$ cat src/rtl/in_flight_issue_arbiter.sv
// in_flight_issue_arbiter
// Round-robin issue stage in front of in_flight_tracker. Picks one request
// stream per cycle, offers its tag to the tracker, and on grant loads a
// one-entry registered output slot toward memory. A color whose tracker is
// full is skipped (pointer advances past it) so it cannot block other colors.
module in_flight_issue_arbiter #(
  parameter  int COLORS      = 4,
  parameter  int ADDR_WIDTH  = 48,
  localparam int LOG2_COLORS = $clog2(COLORS)
) (
  input  logic                         clk,
  input  logic                         rst_n,
  input  logic [COLORS-1:0]            req_valid,
  input  logic [COLORS*ADDR_WIDTH-1:0] req_addr,
  output logic [COLORS-1:0]            req_ready,
  output logic [LOG2_COLORS-1:0]       trk_tag,
  input  logic                         trk_ready,
  output logic                         trk_push,
  output logic                         mem_valid,
  output logic [ADDR_WIDTH-1:0]        mem_addr,
  output logic [LOG2_COLORS-1:0]       mem_tag,
  input  logic                         mem_ready
);

  logic [LOG2_COLORS-1:0] rr_ptr_r;
  logic                   mem_valid_r;
  logic [ADDR_WIDTH-1:0]  mem_addr_r;
  logic [LOG2_COLORS-1:0] mem_tag_r;

  logic                   has_cand_s;
  logic [LOG2_COLORS-1:0] cand_s;
  logic [LOG2_COLORS-1:0] cand_next_s;
  logic                   slot_free_s;
  logic                   grant_s;
  logic                   trk_stall_s;
  logic [ADDR_WIDTH-1:0]  sel_addr_s;

  // Candidate search: first valid stream starting at rr_ptr, wrapping modulo COLORS.
  // Scanning offsets from high to low lets the smallest offset win.
  always_comb begin
    logic [LOG2_COLORS-1:0] idx_v;
    idx_v      = rr_ptr_r;
    cand_s     = rr_ptr_r;
    has_cand_s = |req_valid;
    for (int i = COLORS - 1; i >= 0; i--) begin
      idx_v = rr_ptr_r + LOG2_COLORS'(i);
      if (req_valid[idx_v]) begin
        cand_s = idx_v;
      end else begin
        cand_s = cand_s;
      end
    end
  end

  // Tag offered to the tracker; depends only on req_valid and rr_ptr, never on ready inputs.
  always_comb begin
    if (has_cand_s) begin
      trk_tag = cand_s;
    end else begin
      trk_tag = rr_ptr_r;
    end
  end

  // Grant decision and handshake strobes, forced low while reset is asserted.
  always_comb begin
    slot_free_s = !mem_valid_r || mem_ready;
    grant_s     = rst_n && has_cand_s && trk_ready && slot_free_s;
    trk_stall_s = has_cand_s && !trk_ready;
    cand_next_s = cand_s + LOG2_COLORS'(1);
    trk_push    = grant_s;
    req_ready   = {COLORS{1'b0}};
    if (grant_s) begin
      req_ready[cand_s] = 1'b1;
    end else begin
      req_ready = {COLORS{1'b0}};
    end
  end

  // Address mux for the selected stream.
  always_comb begin
    sel_addr_s = {ADDR_WIDTH{1'b0}};
    for (int i = 0; i < COLORS; i++) begin
      if (cand_s == LOG2_COLORS'(i)) begin
        sel_addr_s = req_addr[i*ADDR_WIDTH +: ADDR_WIDTH];
      end else begin
        sel_addr_s = sel_addr_s;
      end
    end
  end

  // Round-robin pointer: moves past the candidate on grant or tracker stall; holds otherwise.
  always_ff @(posedge clk or negedge rst_n) begin
    if (!rst_n) begin
      rr_ptr_r <= {LOG2_COLORS{1'b0}};
    end else if (grant_s || trk_stall_s) begin
      rr_ptr_r <= cand_next_s;
    end else begin
      rr_ptr_r <= rr_ptr_r;
    end
  end

  // Output slot: load on grant (replacing a draining entry), clear on drain, otherwise hold.
  always_ff @(posedge clk or negedge rst_n) begin
    if (!rst_n) begin
      mem_valid_r <= 1'b0;
      mem_addr_r  <= {ADDR_WIDTH{1'b0}};
      mem_tag_r   <= {LOG2_COLORS{1'b0}};
    end else if (grant_s) begin
      mem_valid_r <= 1'b1;
      mem_addr_r  <= sel_addr_s;
      mem_tag_r   <= cand_s;
    end else if (mem_valid_r && mem_ready) begin
      mem_valid_r <= 1'b0;
      mem_addr_r  <= mem_addr_r;
      mem_tag_r   <= mem_tag_r;
    end else begin
      mem_valid_r <= mem_valid_r;
      mem_addr_r  <= mem_addr_r;
      mem_tag_r   <= mem_tag_r;
    end
  end

  assign mem_valid = mem_valid_r;
  assign mem_addr  = mem_addr_r;
  assign mem_tag   = mem_tag_r;

endmodule

$ cat config.mk
export PLATFORM = sky130hd
export DESIGN_NAME = in_flight_issue_arbiter
export DESIGN_NICKNAME = d
export VERILOG_FILES = /design/src/rtl/in_flight_issue_arbiter.sv
export SDC_FILE = /design/constraint.sdc
export NUM_CORES = 1
export LEC_CHECK = 0
export ABC_AREA = 1
export BUFFER_PORTS_ARGS = -buffer_cell sky130_fd_sc_hd__clkbuf_2
export CORE_AREA = 3 3 100 102
export DETAILED_ROUTE_END_ITERATION = 6
export DIE_AREA = 0 0 103 105
export PLACE_DENSITY = 0.79
export SYNTH_ARGS = -nofsm -noshare
export SYNTH_HDL_FRONTEND = slang
export SYNTH_SLANG_ARGS = --single-unit
$ cat constraint.sdc
create_clock -name clk -period 3.39 [get_ports clk]
set_input_delay 0.339 -clock clk [delete_from_list [all_inputs] [get_ports clk]]
set_output_delay 0.339 -clock clk [all_outputs]
set_load 0.02 [all_outputs]
==> impl_results.md <==
* WS Path Type: reg -> out
* RSZ-0062 raised after global routing: no
* Hold Path Class: in -> async
* Total power at 0.00661 W
* P_int at roughly 0.0028 W
* Post-cts resize count at 0
* WHS at 0.245 ns
* Layout fillers at 944
* Number of global-route vias before repair at about 4400
* # rows at 35
* Total die area at 10800 µm²
* Worst path max stage delay at approximately 0.45 ns
* Net switching power at between 0.003 and 0.004 W
* Pins over their slew limit at 0
* Worst slew pin tran at 0.690 ns
* Final HPWL DP at around 10000 µm
* Relative slew slack at between 50 and 60%
* Commonest non-fill, non-tap cell in the layout: nand2_1
* Mux contribution to synthesized area at 0%
* Final Instance Area at around 5200 µm²
* First-pass GRT wire length at ~21000 µm
* Pwr/cell area at ~1300 nW/µm²
* Period minus WS final at 3.03 ns
* Total gr overflow at 0
* YS warnings at 0
* Hold Violations, Final at 0
* Main combinational cell family by area after synthesis: simple AND/OR/NAND/NOR gates
* CP required at 3.05 ns
* Post-placement cell area at just over 5000 µm²
* CP top delay family: buffers and inverters
* Worst-Skew Late Latency at approximately 0.3 ns
* I/O Pins at around 260
* CTS sink cnt at 53
* Synthesized Nets at 818
* Crit-path cells: inv_1 -> nand2_1 -> nand2_1 -> nand2_1 -> o21ai_0 -> nand2_1 -> nand3_1 -> nand2_1 -> nand2_1 -> inv_1 -> ha_4 -> buf_6 -> inv_1 -> nor2_1 -> clkbuf_2
* Die Y at ~110 µm
* Via count at ~4800
* Detailed Route WL at ~14000 µm
* Fraction of layout cells with a size suffix above 1 at about 35%
* Worst r2r path cells at 18
* Place WS at ~0.36 ns
* Cell Area, Synth at roughly 3800 µm²
* Compound-cell area share of the yosys netlist at a little over a fifth
* Antenna Cells at 0
* Seq pwr share at between 15 and 20%
* Post-layout nets at approximately 1000
* TNS Setup at 0 ns
* Core area at 9200 µm²
* Final period util at roughly nine tenths
* Initial core utilization at 41.8%
* Critical Path Source Type: flip-flop
* Post-route antenna net violation count at 0
* CTS root buffer: clkbuf_8
* Status: finished clean
* Simple-Gate Fraction of Synth Area at between 30% and 40%
* Num CTS Buffers at 5
* Deepest clock path buffer count at 2
* Seq/Total Area, Yosys at 34.5%
* Antenna violations before repair at 1
* P_leak at roughly 3.1 nW
* Synth Register Bits at 53
* CP max-delay cell: dfrtp_1
* Avg WL per Cell at around 14 µm
* Tot GR Track Use at 24.4%
* Power share of the clock group at 5.6%
* Post-DR vias/cell at around 5
* Synth unique cells at 22
* Worst-path clk slew at ~0.09 ns
* CP max FO at 30
* Synth Area in Adders at between 1 and 1.5%
* Combinational share of power at 77.8%
* Worst Path Arrival at about 2.7 ns
* CP Buf/Inv Count at 5
* Layout area overhead at 35.7%
* Final setup viols at 0
* CTS tree: yes
* Crit path depth at 15
* IO Port Bufs at ~260
* First-pass detailed-route iteration total at 4
* Highest-count cells in the layout ignoring fill and taps: nand2_1, clkbuf_2, o21ai_1
* Switching share of power at between 50% and 60%
* MaxCap Viol Count at 0
* Fmax at around 330 MHz
* Fin worst setup slack at 0.356 ns
* VDD IR max at approximately 0.9 mV
* Post-CTS Hold Buffers at 0
* Postcts setup bufs at 0
* Post-route DRC at 0
* Crit-path most repeated cell: nand2_1
* Largest net degree at the start of global routing at between 50 and 60
* Final clock skew at roughly 0.006 ns
* Initial DRC count at approximately 180
* Post-Synthesis Cells at 614
* Area share of xor/xnor cells in the synthesized design at 0%
* H-tree levels at 2
* Die width at just over 100 µm
* Placer Congestion at 0.859
* CP endpoint kind: output pin
* Post-Synthesis Mean Instance Area at 6.27 µm²
-- synthesized netlist by cell type, drive strengths merged --
library cell	instances	share of area (%)
nand2	283	28
o21ai	100	14
nor2	54	5.7
dfrtp	53	34
a21oi	48	6.2
buf	30	5.2
inv	18	1.8
clkbuf	13	1.3
nand3	8	1.2
ha	4	1.3
clkinv	1	0.097
nand4	1	0.16
o2111ai	1	0.39
-- power by group through the flow --
| stage | Sequential, W | Combinational [W] | Clock (W) |
|---|---|---|---|
| floorplan | 0.00142 | 0.00367 | 0 |
| CTS | 0.00110 | 0.00511 | 0.000384 |
| detailed placement | 0.00110 | 0.00508 | 0 |
| global route | 0.00114 | 0.00588 | 0.000408 |
| finish | 0.00110 | 0.00514 | 0.000368 |
| global placement | 0.00110 | 0.00504 | 0 |
-- sequential cells by signal, indices dropped and copies added, names as in the netlist --
register and count:
mem_addr 48, mem_tag 2, rr_ptr_r 2, mem_valid 1
-- logic make-up after synthesis --
| family | Yosys count |
|---|---|
| AND/OR/NAND/NOR | 346 |
| adder cells (fa/ha/maj) | 4 |
| buffers and inverters | 62 |
| flip-flops | 53 |
| AO/OA/AOI/OAI | 149 |
-- path summary, 6_finish.rpt --
kind	to	slack, ns	start
max	req_ready[1]	0.36	rr_ptr_r[1]$_DFFE_PN0P_
min	rr_ptr_r[1]$_DFFE_PN0P_	0.24	rst_n
max reg2reg	mem_addr[28]$_DFFE_PN0P_	0.52	rr_ptr_r[1]$_DFFE_PN0P_
min reg2reg	mem_tag[1]$_DFFE_PN0P_	0.49	mem_tag[1]$_DFFE_PN0P_
max in group asynchronous	rr_ptr_r[0]$_DFFE_PN0P_	2.66	rst_n
min in group clk	mem_valid$_DFFE_PN0P_	0.25	mem_ready
-- worst register-to-register path, delay by kind of cell (launching register included) --
family	cells	cell delay [ns]
flip-flops	1	0.45
buffers and inverters	2	0.28
adder cells (fa/ha/maj)	1	0.28
AO/OA/AOI/OAI	3	0.27
AND/OR/NAND/NOR	12	1.52
-- cell type report --
| type | instances | area (µm²) | share of cell area (%) |
|---|---|---|---|
| multi-input cells | 499 | 2230 | 42.6 |
| repair buffers | 264 | 1370 | 26.2 |
| flip-flops and latches | 53 | 1330 | 25.4 |
| well taps | 111 | 139 | 2.66 |
| clock buffers | 7 | 86.3 | 1.65 |
| inverters | 19 | 73.8 | 1.41 |
-- metal layers --
metal	track usage [%]	wire length [µm]	vias to the layer above
met5	0	14	-
met4	5.27	167	2
met3	5.74	1380	14
met2	45.1	6900	214
met1	27.9	5060	2115
li1	-	-	2413
-- per-stage QoR --
stage / util [%] / instances
final: 56.8 / 953
after detailed placement: 55.6 / 946
after floorplan: - / 614
after global routing: 56.8 / 953
after CTS: 56.6 / 953
after global placement: 55.6 / 946
No activity file was read; power rests on OpenSTA's default activity.
